### src/rtl/hamming74_pkg.sv
// Shared Hamming(7,4) types, syndrome constants and the syndrome function.
// The encoder reuses calc_syndrome with zeroed parity bits to generate its parity.
package hamming74_pkg;

    localparam logic [2:0] SYN_C0 = 3'b011;
    localparam logic [2:0] SYN_C1 = 3'b101;
    localparam logic [2:0] SYN_C2 = 3'b110;
    localparam logic [2:0] SYN_C3 = 3'b111;
    localparam logic [2:0] SYN_C4 = 3'b001;
    localparam logic [2:0] SYN_C5 = 3'b010;
    localparam logic [2:0] SYN_C6 = 3'b100;

    typedef logic [0:6] code_t;
    typedef logic [0:3] data_t;

    typedef enum logic {
        ST_IDLE,
        ST_OPEN
    } frame_state_t;

    // Returns {s2,s1,s0}
    function automatic logic [2:0] calc_syndrome(code_t c);
        logic s0;
        logic s1;
        logic s2;
        s0 = c[4] ^ c[0] ^ c[1] ^ c[3];
        s1 = c[5] ^ c[0] ^ c[2] ^ c[3];
        s2 = c[6] ^ c[1] ^ c[2] ^ c[3];
        return {s2, s1, s0};
    endfunction

endpackage

### src/rtl/hamming74_decoder_if.sv
// Codeword input stream and decoded output stream of the Hamming(7,4) decoder.
interface hamming74_decoder_if;
    import hamming74_pkg::*;

    logic       in_valid;
    code_t      code_in;
    logic       out_valid;
    data_t      data_out;
    logic       corrected;
    logic [2:0] syndrome;
    logic       frame_done;

    modport master (
        output in_valid, code_in,
        input  out_valid, data_out, corrected, syndrome, frame_done
    );

    modport slave (
        input  in_valid, code_in,
        output out_valid, data_out, corrected, syndrome, frame_done
    );

endinterface

### src/rtl/hamming74_syndrome.sv
// Combinational syndrome and correction mask for one codeword.
// Parity-bit errors need no data flip, so the mask only spans the data bits.
module hamming74_syndrome
    import hamming74_pkg::*;
(
    input  code_t      code,
    output logic [2:0] syndrome,
    output data_t      data_mask
);

    always_comb begin
        syndrome  = calc_syndrome(code);
        data_mask = '0;
        case (syndrome)
            SYN_C0:  data_mask[0] = 1'b1;
            SYN_C1:  data_mask[1] = 1'b1;
            SYN_C2:  data_mask[2] = 1'b1;
            SYN_C3:  data_mask[3] = 1'b1;
            SYN_C4, SYN_C5, SYN_C6: data_mask = '0;
            default: data_mask = '0;
        endcase
    end

endmodule

### src/rtl/hamming74_decoder.sv
// Framed, 2-stage pipelined Hamming(7,4) decoder with single-error correction
// and a saturating count of corrected words.
module hamming74_decoder
    import hamming74_pkg::*;
#(
    parameter int FRAME_LEN = 4,
    parameter int CNT_W     = 8
) (
    input  logic               clk,
    input  logic               reset,
    input  logic               active,
    input  logic               clear_cnt,
    hamming74_decoder_if.slave stream,
    output logic               busy,
    output logic [CNT_W-1:0]   err_cnt
);

    localparam logic [7:0]       LAST_IDX = 8'(FRAME_LEN - 1);
    localparam logic [CNT_W-1:0] CNT_MAX  = '1;

    frame_state_t state;
    frame_state_t state_nxt;
    logic [7:0]   word_cnt;
    logic         accept;
    logic         last_word;

    logic [2:0]   syn_c;
    data_t        mask_c;

    logic         s1_valid;
    logic         s1_last;
    data_t        s1_data;
    data_t        s1_mask;
    logic [2:0]   s1_syn;

    logic         out_valid_q;
    data_t        data_out_q;
    logic         corrected_q;
    logic [2:0]   syndrome_q;
    logic         frame_done_q;

    hamming74_syndrome u_syndrome (
        .code      (stream.code_in),
        .syndrome  (syn_c),
        .data_mask (mask_c)
    );

    always_ff @(posedge clk) begin
        if (reset) begin
            state <= ST_IDLE;
        end else begin
            state <= state_nxt;
        end
    end

    // A word is only accepted inside an open frame; the opening cycle never accepts.
    always_comb begin
        state_nxt = state;
        accept    = 1'b0;
        last_word = 1'b0;
        case (state)
            ST_IDLE: begin
                if (active) begin
                    state_nxt = ST_OPEN;
                end
            end
            ST_OPEN: begin
                if (stream.in_valid) begin
                    accept = 1'b1;
                    if (word_cnt == LAST_IDX) begin
                        last_word = 1'b1;
                        state_nxt = ST_IDLE;
                    end
                end
            end
            default: state_nxt = ST_IDLE;
        endcase
    end

    always_ff @(posedge clk) begin
        if (reset) begin
            word_cnt <= '0;
        end else if (state == ST_IDLE && active) begin
            word_cnt <= '0;
        end else if (accept) begin
            word_cnt <= word_cnt + 8'd1;
        end
    end

    always_ff @(posedge clk) begin
        if (reset) begin
            s1_valid <= 1'b0;
            s1_last  <= 1'b0;
            s1_data  <= '0;
            s1_mask  <= '0;
            s1_syn   <= '0;
        end else begin
            s1_valid <= accept;
            s1_last  <= last_word;
            if (accept) begin
                s1_data <= stream.code_in[0:3];
                s1_mask <= mask_c;
                s1_syn  <= syn_c;
            end
        end
    end

    // Output fields only change when a word arrives, so they hold between words.
    always_ff @(posedge clk) begin
        if (reset) begin
            out_valid_q  <= 1'b0;
            frame_done_q <= 1'b0;
            data_out_q   <= '0;
            corrected_q  <= 1'b0;
            syndrome_q   <= '0;
        end else begin
            out_valid_q  <= s1_valid;
            frame_done_q <= s1_valid & s1_last;
            if (s1_valid) begin
                data_out_q  <= s1_data ^ s1_mask;
                corrected_q <= (s1_syn != 3'b000);
                syndrome_q  <= s1_syn;
            end
        end
    end

    // Counts a corrected word on the edge after it is presented; clear wins.
    always_ff @(posedge clk) begin
        if (reset) begin
            err_cnt <= '0;
        end else if (clear_cnt) begin
            err_cnt <= '0;
        end else if (out_valid_q && corrected_q && err_cnt != CNT_MAX) begin
            err_cnt <= err_cnt + 1'b1;
        end
    end

    assign busy              = (state == ST_OPEN) | s1_valid | out_valid_q;
    assign stream.out_valid  = out_valid_q;
    assign stream.data_out   = data_out_q;
    assign stream.corrected  = corrected_q;
    assign stream.syndrome   = syndrome_q;
    assign stream.frame_done = frame_done_q;

endmodule

### src/flat_wrapper.sv
// flat-port wrapper written by rule: the top's interface ports become plain ports
module hamming74_decoder_flat import hamming74_pkg::*;
#(
    parameter int FRAME_LEN = 4,
    parameter int CNT_W     = 8
)
  (clk, reset, active, clear_cnt, busy, err_cnt, stream_in_valid, stream_code_in, stream_out_valid, stream_data_out, stream_corrected, stream_syndrome, stream_frame_done);
  hamming74_decoder_if stream_i ();
  input  logic clk;
  input  logic reset;
  input  logic active;
  input  logic clear_cnt;
  output logic busy;
  output logic [CNT_W-1:0] err_cnt;
  input wire logic [$bits(stream_i.in_valid)-1:0] stream_in_valid;
  input wire logic [$bits(stream_i.code_in)-1:0] stream_code_in;
  output wire logic [$bits(stream_i.out_valid)-1:0] stream_out_valid;
  output wire logic [$bits(stream_i.data_out)-1:0] stream_data_out;
  output wire logic [$bits(stream_i.corrected)-1:0] stream_corrected;
  output wire logic [$bits(stream_i.syndrome)-1:0] stream_syndrome;
  output wire logic [$bits(stream_i.frame_done)-1:0] stream_frame_done;
  assign stream_i.in_valid = stream_in_valid;
  assign stream_i.code_in = stream_code_in;
  assign stream_out_valid = stream_i.out_valid;
  assign stream_data_out = stream_i.data_out;
  assign stream_corrected = stream_i.corrected;
  assign stream_syndrome = stream_i.syndrome;
  assign stream_frame_done = stream_i.frame_done;
  hamming74_decoder #(.FRAME_LEN(FRAME_LEN), .CNT_W(CNT_W)) u_core (.clk(clk), .reset(reset), .active(active), .clear_cnt(clear_cnt), .stream(stream_i), .busy(busy), .err_cnt(err_cnt));
endmodule
### config.mk
export PLATFORM = sky130hd
export DESIGN_NAME = hamming74_decoder_flat
export DESIGN_NICKNAME = d
export VERILOG_FILES = /design/src/rtl/hamming74_pkg.sv /design/src/rtl/hamming74_decoder_if.sv /design/src/rtl/hamming74_syndrome.sv /design/src/rtl/hamming74_decoder.sv /design/src/flat_wrapper.sv
export SDC_FILE = /design/constraint.sdc
export NUM_CORES = 1
export LEC_CHECK = 0
export ABC_AREA = 1
export BUFFER_PORTS_ARGS = -buffer_cell sky130_fd_sc_hd__clkbuf_2
export CAP_MARGIN = 25
export CORE_MARGIN = 10
export CORE_UTILIZATION = 50
export DETAILED_ROUTE_END_ITERATION = 10
export PLACE_DENSITY = 0.75
export SYNTH_ARGS = -nofsm -noshare
export SYNTH_HDL_FRONTEND = slang
export SYNTH_SLANG_ARGS = --single-unit
### constraint.sdc
create_clock -name clk -period 2.8 [get_ports clk]
set_clock_uncertainty 0.05 [all_clocks]
set_input_delay 0.84 -clock clk [delete_from_list [all_inputs] [get_ports clk]]
set_output_delay 0.84 -clock clk [all_outputs]
set_load 0.01 [all_outputs]
Word-level counts from Yosys, hierarchy flattened
Index checks and enable logic that the tools add are counted.
- register bits after elaboration: 40
- bits in latches: 0
- bits in writable memories: 0
- bits in read-only memories: 0
- output and inout port bits: 19
- logic and storage cells: 54
- memories: 0
- $add $sub $neg: 2
- $mul: 0
- div/mod/pow operators: 0
- order comparisons: 0
- eq/ne operators: 6
- shifts and indexed selects: 0
- multiplexer cells: 11
- bitwise logic cells: 15
- reductions and logical operators: 7
- operator list (cell ; number):
    $add 8x1->8 const B ; 2
    $mux 1 ; 10
    $eq 3x3->1 const B ; 3
    $xor 1x1->1 ; 9
    $eq 8x2->1 const B ; 1
    $ne 8x8->1 const B ; 1
    $reduce_or 2->1 ; 2
    $xor 4x4->4 ; 1
    $eq 3x2->1 const B ; 1
    $logic_and 1x1->1 ; 3
    $reduce_bool 3->1 ; 1
    $reduce_or 3->1 ; 1
    $not 1->1 ; 2
    $or 1x1->1 ; 2
    $pmux 1 s2 ; 1
    $and 1x1->1 ; 1

Logic depth before layout (Yosys ltp)
- depth after elaboration: 5
- depth in mapped cells: 9

By module
From an unflattened synthesis, not the netlist that was laid out.
- cells, all modules: 293
- area, all modules: 1973.1 µm²
- by module, submodules not included (module ; instances ; cells each ; area an instance (µm²) ; sequential area each (µm²)):
    hamming74_decoder ; 1 ; 239 ; 1755.4 ; 800.8
    hamming74_syndrome ; 1 ; 54 ; 217.7 ; 0.0

Worst setup path before layout
Ideal clock, no wire load.
- kind: register to output
- start: reg u_core.s1_valid
- end: out busy
- data arrival time: 767 ps
- data required time: 1910 ps
- setup slack: 1143 ps
- stages on the path, launching flop included: 4
- path buffers: 1
- cell sequence: dfxtp_1 -> clkbuf_1 -> nor2_1 -> nand2_1
- word-level cells in the longest chain between the ends: 2
- ends and longest elaborated chain (what ; RTL line ; text):
    start, declared ; hamming74_decoder.sv:30 ; logic s1_valid;
    start signal, assigned ; hamming74_decoder.sv:98 ; s1_valid <= accept;
    $or 1x1->1 (2 in series) ; hamming74_decoder.sv:138 ; assign busy = (state == ST_OPEN) | s1_valid | out_valid_q;
    end, declared ; flat_wrapper.sv:13 ; output logic busy;
No other way between the ends.

Worst setup path in the final report
- start: reg u_core.state
- end: out busy
- word-level cells in the longest chain between the ends: 2
- ends and longest elaborated chain (what ; RTL line ; text):
    start, declared ; hamming74_decoder.sv:21 ; frame_state_t state;
    start signal, assigned ; hamming74_decoder.sv:52 ; state <= state_nxt;
    $or 1x1->1 (2 in series) ; hamming74_decoder.sv:138 ;
No other way between the ends.

==> flow_summary.ini <==
[hold_path]
worst_hold_path_type = flop to flop

[worst_setup_path]
crit_type = flop to primary output
crit_path_cell_trace = inv_1, nand2_1, clkbuf_2
crit_path_max_fanout = 3
critPathRequiredTime_ns = 1.91
critical-path-max-stage-delay_ns = 0.37
crit_path_start_kind = flop
worst-endpoint-arrival_ns = 0.92
setup.worst_path.end_class = primary output
critical-path-slowest-cell = sky130_fd_sc_hd__dfxtp_1

[global_routing]
first_global_vias = 1462
grtUsageTotal_pct = 11.6
largest_net_degree_at_the_start_of_global_routing = 23
grt-ovfl-total = 0
number_of_antenna_violations_at_the_first_check_in_global_routing = 0
grt_first_pass_wirelength_mm = 6.24

[cells_and_area]
multiInputGateArea_um2 = 881
regArea_um2 = 801
final_net_count = 322
antennaDiodeCount = 0
post-route-cell-area_um2 = 2170
syn_to_final_growth_pct = 16.5
num-fill-cells = 348
post_route_cells_drive_above_1_share_pct = 16.2

[routing]
detailedRoute.firstPassIterationCount = 4
wl_per_cell_um = 10.1
total_routed_length_mm = 3.60
count_of_unresolved_drc_violations_after_routing = 0
route.vias.total = 1647
post_drt_via_cell_ratio = 4.61
drt_first_iter_violations = 81
drtAntennaViolNets = 0

[synth]
yosys.area_share.xor_xnor_pct = 4.70
synth-compound-area-share_pct = 10.8
syn_area_per_cell_um2 = 6.78
syn-cell-area_um2 = 1860
combinational_family_with_the_most_area_after_synthesis = simple AND/OR/NAND/NOR gates
synth_top_area_cell = sky130_fd_sc_hd__dfxtp_1
synth_adder_area_share_pct = 1.34
synthMuxAreaShare_pct = 0
netlist.area_leader.share_pct = 43.0
synth.yosys.seq_area_share_pct = 43.0
yosysWarningCount = 0
synth.lib_cells_used.distinct = 22
synthesis.nets = 289
synth-seq-cells = 40
post_synth_inst_count = 275
synth-simple-area-share_pct = 30.4
post_synth_main_area_contributors = sky130_fd_sc_hd__dfxtp_1, sky130_fd_sc_hd__nand2_1, sky130_fd_sc_hd__nor2_1

[cts]
insertion_delay_ns = 0.29
post_cts_resize_count = 0
cts-htree-levels = 2
cts_hold_buffers = 0
clkSinkCount = 40
clock_tree.buffer_depth = 2
cts_root_buffer = sky130_fd_sc_hd__clkbuf_8
clkTransAtPathRegs_ns = 0.07
clock_tree_from_tritoncts = done
cts_setup_buffers = 0
cts-buffers-inserted = 5

[die]
fp.coreArea_um2 = 3630
die_area_um2 = 6570
core.rowCount = 22
initial_core_util_pct = 51.3
design.portCount = 31
die_width_um = 81.1
die_h_um = 81.1

[timing]
timing_hold_violations_final = 0
tightest_pin_transition_ns = 0.311
finalCriticalPeriod_ns = 1.81
setup_total_negative_slack_ns = 0
max-slew-margin-rel_pct = 79.2
maxClockFrequency_mhz = 554
timing.final.max_slew_violations = 0
rsz0062_at_grt = no
setup-violations-final = 0
fin_crit_sh_pct = 64.5

[power_and_ir_drop]
vdd_drop_max_v = 0.000221
leakage_nw = 1.06
power_density_nw_per_um2 = 527

[run]
max-cap-violations = 0

[run_status]
status = finished clean

[placed_design]
placed_area_um2 = 2060
port_buffers = 30
detailedPlacementHpwl_mm = 2.74
gp_congestion = 0.797
## power breakdown
part / total [mW] / switching [mW] / internal [mW]
Combinational: 0.0945 / 0.0606 / 0.0339
Clock: 0.457 / 0.194 / 0.263
Sequential: 0.593 / 0.00919 / 0.584
Total: 1.14 / 0.264 / 0.881
## metrics by stage
step	total power [mW]	hold slack (ns)	util, %	std cells	worst slack (ns)
CTS	1.16	0.374	59.8	357	0.986
floorplan	0.669	0.354	-	275	1.14
global placement	0.699	0.363	56.7	349	0.767
global route	1.20	0.390	59.8	357	0.835
finish	1.14	0.376	59.8	357	0.994
detailed placement	0.701	0.364	56.7	349	0.755
## logic make-up (layout without fill, tap and decap cells)
family          count (synthesis)  in the layout
simple gates                  137            137
buf+inv                        48             82
flops                          40             40
compound gates                 38             38
xor+xnor                       10             10
fa+ha+maj                       2              2
## per-layer routing
metal,share of wire [%],track usage [%]
met1,52,15.4
met2,41,17.5
met3,5.9,3.42
met4,1.1,4.15
met5,0,0
## cells in the mapped netlist (all sizes together)
cell	n
clkbuf	3
xor2	9
dfxtp	40
nand2	74
a21oi	19
o21ai	14
o211ai	3
nand3	9
a31oi	1
inv	43
nor2	46
nand4	3
xnor2	1
a211oi	1
nor3	5
buf	2
ha	2
## worst max-delay path: cells and delay by family, from the launching register on
kind | cells | cell delay, ns
DFF | 1 | 0.37
buffers and inverters | 2 | 0.20
and+or+nand+nor | 1 | 0.07
## cell usage in the layout, fill, tap and decap left out
| cell | netlist | final |
|---|---|---|
| sky130_fd_sc_hd__dfxtp_1 | 40 | 40 |
| sky130_fd_sc_hd__buf_4 | 0 | 1 |
| sky130_fd_sc_hd__nand2_4 | 1 | 1 |
| sky130_fd_sc_hd__clkbuf_2 | 0 | 30 |
| sky130_fd_sc_hd__inv_1 | 40 | 40 |
| sky130_fd_sc_hd__nand2_1 | 70 | 70 |
| sky130_fd_sc_hd__o21ai_0 | 14 | 14 |
| sky130_fd_sc_hd__a31oi_1 | 1 | 1 |
| sky130_fd_sc_hd__o211ai_1 | 3 | 3 |
| sky130_fd_sc_hd__nand3_1 | 9 | 9 |
| sky130_fd_sc_hd__inv_2 | 3 | 3 |
| sky130_fd_sc_hd__nor2_2 | 3 | 3 |
| sky130_fd_sc_hd__xor2_1 | 9 | 9 |
| sky130_fd_sc_hd__a211oi_1 | 1 | 1 |
| sky130_fd_sc_hd__nand4_1 | 3 | 3 |
| sky130_fd_sc_hd__nor3_1 | 4 | 4 |
| sky130_fd_sc_hd__nor3_2 | 1 | 1 |
| sky130_fd_sc_hd__nor2_1 | 43 | 43 |
| sky130_fd_sc_hd__clkinvlp_4 | 0 | 1 |
| sky130_fd_sc_hd__xnor2_1 | 1 | 1 |
| sky130_fd_sc_hd__nand2_2 | 3 | 3 |
| sky130_fd_sc_hd__clkbuf_8 | 0 | 5 |
| sky130_fd_sc_hd__clkinv_2 | 0 | 1 |
| sky130_fd_sc_hd__bufinv_16 | 0 | 1 |
| sky130_fd_sc_hd__a21oi_1 | 19 | 19 |
| sky130_fd_sc_hd__ha_1 | 2 | 2 |
## state kept, by name, summed over array words and instances (netlist names)
| register | flops |
|---|---|
| u_core.s1_syn | 3 |
| u_core.stream.frame_done | 1 |
| u_core.stream.syndrome | 3 |
| u_core.s1_mask | 4 |
| u_core.word_cnt | 8 |
| u_core.err_cnt | 8 |
| u_core.stream.corrected | 1 |
| u_core.stream.data_out | 4 |
| u_core.s1_valid | 1 |
| u_core.stream.out_valid | 1 |
| u_core.s1_last | 1 |
| u_core.s1_data | 4 |
| u_core.state | 1 |
## final timing paths
path                  start                       end  slack [ns]  depth (start not counted)
min          u_core.s1_last  u_core.stream.frame_done        0.38                          2
max            u_core.state                      busy        0.99                          3
min reg2reg  u_core.s1_last  u_core.stream.frame_done        0.38                          2
max reg2reg    u_core.state        u_core.word_cnt[6]        1.30                          7
## layout make-up
cell class	count	area share, %
Clock buffer	5	3.17
Tap cell	48	2.76
Clock inverter	3	1.96
Multi-Input combinational cell	187	40.6
Sequential cell	40	36.9
Timing Repair Buffer	31	7.26
Inverter	43	7.43
Note: power is estimated with default switching activity, not from simulation.
